File: config.mk
export PLATFORM = sky130hd
export DESIGN_NAME = adder_sequencer
export DESIGN_NICKNAME = d
export VERILOG_FILES = /design/src/rtl/adder_sequencer.sv
export SDC_FILE = /design/constraint.sdc
export NUM_CORES = 1
export LEC_CHECK = 0
export ABC_AREA = 1
export CAP_MARGIN = 5
export CELL_PAD_IN_SITES_DETAIL_PLACEMENT = 0
export CELL_PAD_IN_SITES_GLOBAL_PLACEMENT = 1
export CORE_MARGIN = 2
export CORE_UTILIZATION = 29
export CTS_CLUSTER_SIZE = 24
export DETAILED_ROUTE_END_ITERATION = 6
export HOLD_SLACK_MARGIN = 0.1
export PLACE_DENSITY = 0.78
export SYNTH_ARGS = -nofsm -noshare
export SYNTH_HDL_FRONTEND = slang
export SYNTH_SLANG_ARGS = --single-unit
File: constraint.sdc
create_clock -name CLK -period 1.7 [get_ports CLK]
set_input_delay 0.425 -clock CLK [delete_from_list [all_inputs] [get_ports CLK]]
set_output_delay 0.425 -clock CLK [all_outputs]
set_load 0.02 [all_outputs]
File: src/rtl/adder_sequencer.sv
`default_nettype none
// ============================================================================
//  Module   : adder_sequencer
//  Purpose  : Two-requester front end for an external 8-bit adder. The
//             granted W-bit add or subtract is executed one byte per cycle,
//             least significant byte first, and the carry is rippled
//             between passes through a register.
//  Revision : 1.0  initial release
// ----------------------------------------------------------------------------
//  Parameters
//    NBYTES            number of 8-bit passes per operation (W = 8*NBYTES)
//  Ports
//    CLK, RST          clock, synchronous active-high reset
//    REQ0/1            operation request from requester 0 / 1
//    OPA0/1, OPB0/1    W-bit operands of requester 0 / 1
//    SUB0/1            1 = A-B, 0 = A+B
//    ACK0/1            one-cycle completion pulse
//    BUSY              operation in progress (RUN or DONE)
//    RES, RES_C/V/Z    result, final carry, signed overflow, zero flag
//    ADD_A/B/CI        byte operands and carry-in to the external adder
//    ADD_Y/C/V         combinational sum, carry-out, overflow from the adder
// ============================================================================
module adder_sequencer #(
    parameter int NBYTES = 2
) (
    input  logic                CLK,
    input  logic                RST,
    input  logic                REQ0,
    input  logic                REQ1,
    input  logic [8*NBYTES-1:0] OPA0,
    input  logic [8*NBYTES-1:0] OPB0,
    input  logic [8*NBYTES-1:0] OPA1,
    input  logic [8*NBYTES-1:0] OPB1,
    input  logic                SUB0,
    input  logic                SUB1,
    output logic                ACK0,
    output logic                ACK1,
    output logic                BUSY,
    output logic [8*NBYTES-1:0] RES,
    output logic                RES_C,
    output logic                RES_V,
    output logic                RES_Z,
    output logic [7:0]          ADD_A,
    output logic [7:0]          ADD_B,
    output logic                ADD_CI,
    input  logic [7:0]          ADD_Y,
    input  logic                ADD_C,
    input  logic                ADD_V
);

    localparam int W    = 8 * NBYTES;
    localparam int IDXW = (NBYTES > 1) ? $clog2(NBYTES) : 1;
    localparam logic [IDXW-1:0] LAST_IDX = IDXW'(NBYTES - 1);

    localparam logic [1:0] S_IDLE = 2'd0;
    localparam logic [1:0] S_RUN  = 2'd1;
    localparam logic [1:0] S_DONE = 2'd2;

    logic [1:0]      state;
    logic [1:0]      state_next;

    logic            ptr;        // round-robin winner when both request
    logic            gnt;        // ID of the requester being served
    logic [IDXW-1:0] idx;        // byte currently on the adder
    logic [W-1:0]    op_a;
    logic [W-1:0]    op_b;
    logic            sub_l;
    logic            carry;      // carry-out of the previous pass
    logic [W-1:0]    res_int;    // bytes completed so far

    logic            any_req;
    logic            grant_sel;
    logic            last_pass;
    logic [7:0]      a_byte;
    logic [7:0]      b_byte;
    logic [W-1:0]    res_merged; // res_int with the current pass's sum inserted

    assign any_req   = REQ0 | REQ1;
    // A lone request wins outright; a tie goes to the pointer.
    assign grant_sel = (REQ0 & REQ1) ? ptr : REQ1;
    assign last_pass = (idx == LAST_IDX);

    always_comb begin
        a_byte     = '0;
        b_byte     = '0;
        res_merged = res_int;
        for (int i = 0; i < NBYTES; i++) begin
            if (idx == IDXW'(i)) begin
                a_byte               = op_a[8*i +: 8];
                b_byte               = op_b[8*i +: 8];
                res_merged[8*i +: 8] = ADD_Y;
            end
        end
    end

    // ------------------------------------------------------------------
    // FSM: state register
    // ------------------------------------------------------------------
    always_ff @(posedge CLK) begin
        if (RST) begin
            state <= S_IDLE;
        end else begin
            state <= state_next;
        end
    end

    // ------------------------------------------------------------------
    // FSM: next-state logic
    // ------------------------------------------------------------------
    always_comb begin
        state_next = state;
        case (state)
            S_IDLE:  if (any_req)   state_next = S_RUN;
            S_RUN:   if (last_pass) state_next = S_DONE;
            S_DONE:                 state_next = S_IDLE;
            default:                state_next = S_IDLE;
        endcase
    end

    // ------------------------------------------------------------------
    // FSM: outputs
    // ------------------------------------------------------------------
    always_comb begin
        ADD_A  = '0;
        ADD_B  = '0;
        ADD_CI = 1'b0;
        BUSY   = 1'b0;
        ACK0   = 1'b0;
        ACK1   = 1'b0;
        case (state)
            S_RUN: begin
                BUSY   = 1'b1;
                ADD_A  = a_byte;
                // Subtraction is A + ~B + 1, the +1 entering as the first carry-in.
                ADD_B  = sub_l ? ~b_byte : b_byte;
                ADD_CI = (idx == '0) ? sub_l : carry;
            end
            S_DONE: begin
                BUSY = 1'b1;
                // A reset arriving in DONE aborts, so the pulse is withheld.
                ACK0 = ~gnt & ~RST;
                ACK1 =  gnt & ~RST;
            end
            default: ;
        endcase
    end

    // ------------------------------------------------------------------
    // Datapath
    // ------------------------------------------------------------------
    always_ff @(posedge CLK) begin
        if (RST) begin
            ptr     <= 1'b0;
            gnt     <= 1'b0;
            idx     <= '0;
            op_a    <= '0;
            op_b    <= '0;
            sub_l   <= 1'b0;
            carry   <= 1'b0;
            res_int <= '0;
            RES     <= '0;
            RES_C   <= 1'b0;
            RES_V   <= 1'b0;
            RES_Z   <= 1'b0;
        end else begin
            case (state)
                S_IDLE: begin
                    if (any_req) begin
                        gnt   <= grant_sel;
                        op_a  <= grant_sel ? OPA1 : OPA0;
                        op_b  <= grant_sel ? OPB1 : OPB0;
                        sub_l <= grant_sel ? SUB1 : SUB0;
                        idx   <= '0;
                    end
                end
                S_RUN: begin
                    res_int <= res_merged;
                    carry   <= ADD_C;
                    idx     <= idx + 1'b1;
                    // Publish on the final pass so RES is already valid
                    // while ACK is high in DONE.
                    if (last_pass) begin
                        RES   <= res_merged;
                        RES_C <= ADD_C;
                        RES_V <= ADD_V;
                        RES_Z <= (res_merged == '0);
                    end
                end
                S_DONE: begin
                    ptr <= ~gnt;
                    idx <= '0;
                end
                default: ;
            endcase
        end
    end

endmodule
`default_nettype wire

=== Word level (Yosys, flattened, before mapping) ===
Index checks and enable logic that the tools add are counted.
Widths: inputs -> output; s select.

* Register bits: 74
* Output and inout port bits: 39
* Word-level logic and storage cells: 54

* Add/subtract/negate cells: 1
* Equal/unequal tests: 4
* Muxes and demuxes: 21
* Bitwise gates (word level): 7
* Reduce and logical (&&, ||, !) cells: 8

{| class="wikitable"
|+ Operators with widths
! cell !! number
|-
| $mux 8 || 7
|-
| $mux 16 || 2
|-
| $logic_not 16->1 || 1
|-
| $mux 1 || 8
|-
| $not 8->8 || 1
|-
| $reduce_and 2->1 || 4
|-
| $mux 2 || 2
|-
| $ne 2x2->1 const B || 2
|-
| $pmux 2 s2 || 1
|-
| $and 1x1->1 || 3
|-
| $pmux 1 s3 || 1
|-
| $reduce_bool 3->1 || 1
|-
| $eq 2x1->1 const B || 1
|-
| $eq 2x2->1 const B || 1
|-
| $logic_not 2->1 || 1
|-
| $not 1->1 || 2
|-
| $reduce_or 2->1 || 1
|-
| $add 1x1->1 const B || 1
|-
| $or 1x1->1 || 1
|}

=== Logic depth before layout (Yosys ltp) ===
Gate-level depths: netlist of run 1.

* Depth after elaboration: 4
* Depth in mapped cells: 8
* Gate-level depth less buffers: 7

=== Worst setup path before layout of run 1 ===
Ideal clock, no wire load.

* Path kind: flip-flop to output port
* Start: reg state[1]
* End: out ADD_B[0]
* Arrival time: 1255 ps
* Slack: 20 ps
* Cell stages (with the launch flop): 6
* Buffers on the path: 1
* Cell sequence: dfxtp_1 -> inv_1 -> ha_1 -> clkbuf_1 -> o21ai_0 -> a21oi_1

* Longest elaborated chain between the ends: 2

{| class="wikitable"
|+ RTL lines
! element !! line !! source
|-
| start, declared || 59 || <nowiki>logic [1:0] state;</nowiki>
|-
| start signal, assigned || 103 || <nowiki>state <= state_next;</nowiki>
|-
| $eq 2x1->1 || 130 || <nowiki>case (state)</nowiki>
|-
| $mux 8 || 130 ||
|-
| end, declared || 44 || <nowiki>output logic [7:0] ADD_B,</nowiki>
|}

Every way passes these cells.

=== Final worst setup path of run 1 ===
* Start: reg state[1]
* End: out ADD_A[2]

* Longest elaborated chain between the ends: 2

{| class="wikitable"
|+ RTL lines
! element !! line !! source
|-
| $eq 2x1->1 || 130 ||
|-
| $mux 8 || 130 ||
|-
| end, declared || 43 || <nowiki>output logic [7:0] ADD_A,</nowiki>
|}

Every way passes these cells.

==> results of run 1 <==
-- critical path, stage by stage (launching register included) --
cell and delay (ps):
dfxtp_2 340, inv_2 50, ha_4 180, nand2_4 70, inv_4 30, buf_6 120
a22o_1 230, buf_6 140
-- through the flow --
step	instances	util (%)	worst slack, ps	total power (W)	hold slack (ps)
2_1_floorplan	464	-	20.41	0.002564	431.3
3_3_place_gp	724	43.72	-472.8	0.003166	442.9
3_5_place_dp	724	43.72	-513.8	0.003178	455.3
4_1_cts	743	45.84	-266.7	0.004652	467.6
5_1_grt	744	46.83	-287.7	0.004950	414.5
6_report	744	46.83	-218.3	0.004668	409.4
-- sequential cells by signal, summed over array words and instances (netlist names) --
signal	count
RES	16
RES_C	1
RES_V	1
RES_Z	1
carry	1
gnt	1
idx	1
op_a	16
op_b	16
ptr	1
res_int	10
state	2
sub_l	1
-- kinds of logic (layout without fill, tap and decap cells) --
family                   after synthesis  after routing  share of synthesized area [%]
AO/OA/AOI/OAI                        106            106                          20.41
adder cells (fa/ha/maj)                4              4                          1.549
buffers and inverters                 87            227                          11.31
flip-flops                            68             68                          42.14
AND/OR/NAND/NOR                      199            199                          24.59
-- power breakdown --
group | leakage [nW] | internal, W | switching [W]
clock | 0.107 | 0.000865 | 0.000610
sequential | 0.561 | 0.00178 | 0.000107
combinational | 1.76 | 0.000633 | 0.000675
-- per-layer routing --
layer | vias up | global-route usage [%] | part of all wire [%] | wire length, microns
met5 | - | 0 | 0 | 0
met4 | 0 | 5.515 | 0.91 | 85
met3 | 7 | 4.742 | 9.2 | 856
met2 | 113 | 26.01 | 45 | 4165
met1 | 1487 | 20.96 | 45 | 4199
li1 | 1782 | - | - | -
-- worst min-delay path by stage --
stage                               endpoint  slack [ps]  cells past startpoint
detailed placement   res_int[8]$_SDFFE_PP0P_         460                      2
floorplan           res_int[15]$_SDFFE_PP0P_         430                      2
CTS                  res_int[8]$_SDFFE_PP0P_         470                      2
finish                      ptr$_SDFFE_PP0P_         410                      2
global route                ptr$_SDFFE_PP0P_         410                      2
global placement    res_int[15]$_SDFFE_PP0P_         440                      2
-- placed cells by master (no fill, tap or decap), types with 2 or more instances in the layout --
cell and n:
dfxtp_1 65, inv_4 3, nand2_1 119, inv_1 51
a21oi_2 5, nor2_1 39, ha_1 2, buf_12 5
o21ai_0 27, buf_4 35, inv_2 2, bufinv_16 2
dfxtp_2 2, buf_6 15, nand3_1 35, clkbuf_1 2
clkbuf_8 10, a22o_1 8, o21ai_2 4, clkdlybuf4s50_1 78
o211ai_1 33, nor2_4 2, ha_4 2, a21oi_1 22
o21ai_1 4, dlygate4sd2_1 19
-- layout make-up --
type | instances | area (sq um) | area share, %
multi-input combinational | 309 | 1592 | 31.35
clock buffer | 12 | 145.1 | 2.859
timing repair buffer | 154 | 1503 | 29.60
clock inverter | 4 | 72.57 | 1.430
inverter | 57 | 221.5 | 4.363
tap | 140 | 175.2 | 3.451
sequential | 68 | 1368 | 26.94
-- what timing repair did --
item / 4_1_cts / 5_1_grt
pin swaps: 3 / 3
endpoints found under the setup margin: 39 / 27
gates resized for setup: 136 / 36
cloned: 0 / 0
setup buffers: 3 / 1
==> reports/qor.yml, run 1 <==
hold_violations: 0
netlist_instances: 464
hp-class: "in2reg"
ys_seq_elements: 68
ys_types: 20
drt_iter0_drc: 121
cp.required_ps: 1270
worstMarginPinSlew_ps: 598.8
hold_buffers: 0
placed_area_sq_mm: 0.004740
r2r-start: "state[0]$_SDFFE_PP0P_"
crit_fanout: 8
cts_buffers: 9
drv_cap: 0
layout_min_cycle_time_ps: 1918
grt_usage_pct: 16.28
final_max_slew_viol_count: 0
routed_wl_microns: 9306
synth_nets: 548
dieArea_sq_mm: 0.01200
dr.pass1.iters: 7
yosysWarnings: 0
clk_path_buf_depth: 2
critPathKind: "reg2out"
synthTopCellsByCount: "nand2_1, dfxtp_1, inv_1, nor2_1"
syn-cell-area_sq_mm: 0.003231
endpoint: "ADD_A[2]"
placeableCoreArea_sq_mm: 0.01084
critPathArrivalTime_ps: 1490
violations: "setup timing"
synth_edf_count: 0
routabilityCongestion: 0.7625
htree_levels: 3
antenna_cells: 0
grt_max_degree: 62
skew_ps: 11.17
fmax_mhz: 521.3
setup_tns_ps: -3065
status: "complete, but fails checks"
yosys-top-cells-area: "dfxtp_1, nand2_1, o211ai_1"
rsz0062_at_grt: "true"
tritoncts: "yes"
synth_seq_area_share_pct: 42.14
rrSetupSlack_ps: 160
ys.flop_type: "dfxtp_1"
route.detailed.drc: 0
grt_pass1_wl_microns: 15420
portBuffers: 118
grt_pass1_vias: 3275
end_kind: "primary output"
final.fill_count: 1103
setup_viol: 20
critPathLaunch: "state[1]$_SDFFE_PP0P_"
clock_latency_ps: 340
final_layout_size_suffix_gt1_share_pct: 15.89
ir_drop_mv: 0.3830
min_from: "RST"
antenna_found_initial: 0
setup_ws_ps: -218.3
power_density_mw_per_mm2: 919.6
synthToLayoutAreaGrowth_pct: 57.13
finalCritPeriodShare_pct: 112.8
synth_top_cell_by_area: "dfxtp_1"
synth.avg_cell_area_sq_um: 6.962
design_area_sq_mm: 0.005076
synthMostInstantiatedCell: "nand2_1"
final_nets: 683
synthArstFlopShare_pct: 0
slew_headroom_pct: 60.08
routedWlPerCell_microns: 12.51
rr_worst_depth: 8
fp.dieH_microns: 109.5
dpl.hpwl_microns: 6793
leakage_nw: 2.430
clk_pin_slew_ps: 80
antenna_left: 0
die_width_microns: 109.5
synth_top_area_share_pct: 42.14
r2r-end: "op_b[2]$_SDFFE_PP0P_"
num_rows: 38
grt_overflow_total: 0
clock-sinks: 68
clockRootBuffer: "clkbuf_8"
vias_per_cell: 4.555
start_util_pct: 29.80
ios: 119
routed-via-count: 3389
critPathLaunchType: "flop"
(Power assumes the default switching activity.)
==> run 2, diff against run 1 <==
Settings changed: MAX_ROUTING_LAYER set to met4.
==> run 2 against run 1 <==
The flow still finishes with violations (setup timing). Sequential power hardly changed. Register-to-register slack improved by 50 ps. Clock skew down 5.0 ps. Sequential share of layout area rose by 0.22 points. Via count fell by 0.38%. Final cell count down 0.13%. Core utilization is 0.29 points lower. Wire length shrank 0.81%. Final area decreased by 0.62%. Die area unchanged. Worst setup slack better by 4.7 ps. Global-route usage up 0.43 points.
==> reports/qor.yml, run 2 (synthesis gave the netlist of run 1 again) <==
status: "complete, but fails checks"
violations: "setup timing"
worst_path_largest_cell_delay_ps: 370  # +30 ps
grt_max_degree: 62  # unchanged
drv_cap: 0  # unchanged
place_ws_ps: -513.8  # unchanged
dieArea_sq_mm: 0.01200  # unchanged
whs_ps: 412.0  # +2.602 ps
critPathArrivalTime_ps: 1490  # about the same
dr.pass1.iters: 4  # -3
path_buf_inv: 3  # -1
crit_fanout: 8  # unchanged
routed_wl_microns: 9231  # -0.81%
num_rows: 38  # unchanged
critPathKind: "reg2out"
grt_overflow_total: 0  # unchanged
tritoncts: "yes"
min_from: "RST"
clock-sinks: 68  # unchanged
crit_slowest_cell: "dfxtp_4"
crit_family: "flip-flops"
skew_ps: 6.165  # -5.005 ps
drt_iter0_drc: 121  # unchanged
hp-class: "in2reg"
grt_pass1_vias: 3288  # +0.40%
switching_share_pct: 29.47  # -0.36 points
setup_tns_ps: -2874  # +190.8 ps
grt_pass1_wl_microns: 15390  # -0.18%
crit_top_cell: "buf_6"
layout_min_cycle_time_ps: 1914  # -4.655 ps
setup_viol: 19  # -5.0%
htree_levels: 3  # unchanged
placeableCoreArea_sq_mm: 0.01084  # unchanged
power_density_mw_per_mm2: 918.8  # about the same
grt_usage_pct: 16.70  # +0.43 points
r2r-start: "state[0]$_SDFFE_PP0P_"
vias_per_cell: 4.544  # -0.25%
clk_pin_slew_ps: 70  # about the same
dpl.hpwl_microns: 6793  # unchanged
final_cell_mix: "nand2_1, clkdlybuf4s50_1, dfxtp_1"
route.detailed.drc: 0  # unchanged
power_frac_clock_pct: 31.7  # about the same
critPathLaunch: "state[0]$_SDFFE_PP0P_"
worstMarginPinSlew_ps: 599.3  # +0.5806 ps
rsz0062_at_grt: "true"
p_int_w: 0.003269  # -0.19%
finalCritPeriodShare_pct: 112.6  # -0.27 points
hold_violations: 0  # unchanged
fin_cells: 743  # -0.13%
fmax_mhz: 522.6  # +0.24%
clockRootBuffer: "clkbuf_8"
portBuffers: 118  # unchanged
final_nets: 682  # -0.15%
routed-via-count: 3376  # -0.38%
netSwitchingPower_w: 0.001366  # -1.9%
synthToLayoutAreaGrowth_pct: 56.16
setup_ws_ps: -213.6  # +4.655 ps
top_regs: "RES: 16 flops, op_a: 16 flops, op_b: 16 flops"
die_width_microns: 109.5  # unchanged
p_seq_share_pct: 40.7  # +0.3 points
final_util_pct: 46.54  # -0.29 points
clock_latency_ps: 340  # about the same
slew_headroom_pct: 60.04  # about the same
cp.required_ps: 1270  # about the same
ios: 119  # unchanged
ir_drop_mv: 0.3802  # -0.73%
crit_path_cell_trace: "ha_4 -> nand2_4 -> inv_4 -> buf_6 -> a22o_1 -> buf_6"
antenna_found_initial: 0  # unchanged
leakage_nw: 2.428  # -0.10%
end_kind: "primary output"
layout_commonest_cell: "nand2_1"
routedWlPerCell_microns: 12.42  # -0.67%
dp.cells: 724  # unchanged
final_max_slew_viol_count: 0  # unchanged
antenna_cells: 0  # unchanged
cts_buffers: 9  # unchanged
routabilityCongestion: 0.7726  # +1.3%
final_layout_size_suffix_gt1_share_pct: 14.59  # -1.3 points
clk_path_buf_depth: 2  # unchanged
fp.dieH_microns: 109.5  # unchanged
antenna_left: 0  # unchanged
start_util_pct: 29.80  # unchanged
critPathLaunchType: "flop"
combPwrFrac_pct: 27.6  # -0.4 points
[run 2: changes by cell type in the layout (fill, tap and decap cells not counted), moves of 3 or more]
cell	previous run	this run
o21ai_2	4	1
a21oi_1	22	26
a21oi_2	5	1
o21ai_0	27	31
[run 2: worst reg2reg max path: cells and delay by family (launching register included)]
kind / cells / cell delay, ps
AO/OA/AOI/OAI: 2 / 270
adder cells (fa/ha/maj): 1 / 180
buffers and inverters: 4 / 510
flip-flops: 1 / 390
AND/OR/NAND/NOR: 1 / 60
[run 2: worst paths after layout]
check / end / slack, ps / depth (start not counted)
min reg2reg: res_int[15]$_SDFFE_PP0P_ / 460 / 2
max: ADD_A[2] / -210 / 6
max reg2reg: RES[6]$_SDFFE_PP0P_ / 210 / 8
min: ptr$_SDFFE_PP0P_ / 410 / 2
[run 2: per-layer routing]
layer	vias up	global-route usage [%]	wire [microns]	part of all wire (%)
met2	96	26.06	4175	45
met1	1497	20.99	4206	46
met5	-	-	0	0
met4	0	5.515	85	0.92
li1	1776	-	-	-
met3	7	4.446	764	8.3
[run 2: power by group through the flow]
stage	Sequential (W)	Clock [W]	Combinational, W
after floorplan	0.00191	0	0.000652
after detailed placement	0.00191	0	0.00127
after global placement	0.00191	0	0.00126
after CTS	0.00188	0.00150	0.00126
final	0.00189	0.00147	0.00128
after global routing	0.00191	0.00158	0.00144
[run 2: final cells by class]
cell class	count	area, sq um
multi-input cells	309	1575
well taps	140	175.2
clock buffers	12	145.1
fillers	1104	5796
repair buffers	153	1485
inverters	57	221.5
clock inverters	4	72.57
flip-flops and latches	68	1370
[run 2: repair_timing]
action                     CTS  global route
setup endpoints to repair   39            27
gates resized for setup    136            26
setup buffers                3             0
pin swaps                    3             5
hold buffers                 0             0
[run 2: through the flow]
stage                     cell area, sq um  total power [W]
after floorplan                       3231         0.002564
after global placement                4740         0.003166
after detailed placement              4740         0.003178
after CTS                             4970         0.004652
after global routing                  5045         0.004924
final                                 5045         0.004635
==> run 3, diff against run 2 <==
Settings changed: CORE_ASPECT_RATIO set to 1.75, SKIP_LAST_GASP set to 1.
==> run 3 against run 2 <==
The flow still finishes with violations (setup timing). Die area rose by 0.28%. Sequential share of layout area fell by 1.1 points. Count of clock-buffer cells in the layout is 2 lower. Power increased by 15%. Worst setup slack better by 72 ps. Register-to-register slack about the same. Global-route usage rose by 1.0 points. Final area grew 4.2%. Non-clock buffer count is 10 higher. Via count increased by 3.5%.
==> reports/qor.yml, run 3 (synthesis gave the netlist of run 1 again) <==
placed_area_sq_mm: 0.004815  # +1.6%
grt_pass1_vias: 3399  # +3.4%
fp.dieH_microns: 143.6  # +31%
tritoncts: "yes"
antenna_cells: 0  # unchanged
final_util_pct: 47.91  # +1.4 points
grt_pass1_wl_microns: 16320  # +6.0%
power_density_mw_per_mm2: 1013  # +10%
antenna_found_initial: 0  # unchanged
worstMarginPinSlew_ps: 611.0  # +11.68 ps
routed-via-count: 3495  # +3.5%
whs_ps: 455.9  # +43.93 ps
dp.cells: 729  # +0.69%
final_nets: 693  # +1.6%
num_rows: 51  # +34%
setup_ws_ps: -142.0  # +71.60 ps
top_regs: "RES: 16 flops, op_a: 16 flops, op_b: 16 flops"
synthToLayoutAreaGrowth_pct: 62.78
routedWlPerCell_microns: 13.69  # +10%
clk_path_buf_depth: 2  # unchanged
portBuffers: 118  # unchanged
end_kind: "primary output"
route.detailed.drc: 0  # unchanged
dr.pass1.iters: 4  # unchanged
critPathArrivalTime_ps: 1420  # -70 ps
fin_cells: 745  # +0.27%
layout_min_cycle_time_ps: 1842  # -71.60 ps
crit_fanout: 5  # -3
hp-class: "reg2reg"
critPathLaunchType: "flop"
clk_pin_slew_ps: 60  # about the same
clock-sinks: 68  # unchanged
routed_wl_microns: 10200  # +11%
drt-met1-wl_microns: 3896  # -7.4%
rsz0062_at_grt: "true"
setup_tns_ps: -1968  # +906.7 ps
finalCritPeriodShare_pct: 108.4  # -4.2 points
leakage_nw: 2.559  # +5.4%
drt_iter0_drc: 142  # +17%
placeableCoreArea_sq_mm: 0.01098  # +1.2%
slew_headroom_pct: 59.27  # -0.78 points
dieArea_sq_mm: 0.01203  # +0.28%
grt_max_degree: 62  # unchanged
design_area_sq_mm: 0.005259  # +4.2%
status: "complete, but fails checks"
ir_drop_mv: 0.5667  # +49%
grt_usage_pct: 17.73  # +1.0 points
clock_latency_ps: 330  # about the same
violations: "setup timing"
hold_violations: 0  # unchanged
start_util_pct: 29.43  # -0.37 points
critPathKind: "reg2out"
setup_viol: 19  # unchanged
top_layer: "met4"
htree_levels: 3  # unchanged
met3_length_microns: 379  # -50%
layout_commonest_cell: "nand2_1"
final_max_slew_viol_count: 0  # unchanged
antenna_left: 0  # unchanged
fmax_mhz: 542.9  # +3.9%
met2_length_microns: 5691  # +36%
final.fill_count: 1130  # +2.4%
cts_buffers: 9  # unchanged
routabilityCongestion: 0.7957  # +3.0%
hold_buffers: 0  # unchanged
dpl.hpwl_microns: 7462  # +9.8%
drv_cap: 0  # unchanged
clockRootBuffer: "clkbuf_16"
grt_overflow_total: 0  # unchanged
die_width_microns: 83.79  # -24%
cp.required_ps: 1270  # about the same
final_cell_mix: "nand2_1, clkdlybuf4s50_1, dfxtp_1"
skew_ps: 5.903  # -0.2621 ps
final_layout_size_suffix_gt1_share_pct: 18.11  # +3.5 points
vias_per_cell: 4.691  # +3.2%
ios: 119  # unchanged
-- run 3: final cells by class --
| type | instances | area, sq um | area share [%] |
|---|---|---|---|
| Clock buffer | 10 | 239.0 | 4.544 |
| Clock inverter | 5 | 85.08 | 1.618 |
| Inverter | 57 | 229.0 | 4.354 |
| Multi-Input combinational cell | 309 | 1608 | 30.57 |
| Sequential cell | 68 | 1370 | 26.05 |
| Tap cell | 132 | 165.2 | 3.141 |
| Timing Repair Buffer | 163 | 1556 | 29.60 |
| Timing Repair inverter | 1 | 6.256 | 0.1190 |
-- run 3: path summary, 6_finish.rpt --
check / startpoint / to / slack, ps / depth (start not counted)
worst min register to register: res_int[15]$_SDFFE_PP0P_ / res_int[15]$_SDFFE_PP0P_ / 460 / 2
worst min-delay path: res_int[15]$_SDFFE_PP0P_ / res_int[15]$_SDFFE_PP0P_ / 460 / 2
worst max-delay path: state[1]$_SDFFE_PP0P_ / ADD_A[2] / -140 / 6
worst max register to register: state[0]$_SDFFE_PP0P_ / op_b[8]$_SDFFE_PP0P_ / 200 / 8
-- run 3: stage by stage --
step	setup WS [ps]	total power, W
after CTS	-186.0	0.005350
after detailed placement	-431.7	0.003260
final	-142.0	0.005325
after floorplan	20.41	0.002564
after global placement	-419.3	0.003244
after global routing	-188.6	0.005612
-- run 3: repair_timing --
item / CTS / global route
setup buffers: 0 / 1
cloned: 0 / 1
setup endpoints to repair: 36 / 23
pin swaps: 5 / 4
resized for setup: 159 / 27
-- run 3: critical path, cell delays in order (launching register included) --
cell and delay (ps):
dfxtp_2 330, inv_2 50, ha_4 180, nand2_4 130, inv_4 70, a22o_1 200
buf_6 130
-- run 3: where the power goes --
part	switching (W)	leakage, nW	internal, W
clock network	0.000695	0.155	0.00132
logic	0.000720	1.84	0.000694
registers	0.000113	0.561	0.00178
total	0.00153	2.56	0.00380
-- run 3: layer usage --
metal  vias up  global-route usage (%)
li1       1802                       -
met1      1594                   17.87
met2        84                   32.67
met3        15                   3.504
met4         0                   8.319
met5         -                       -
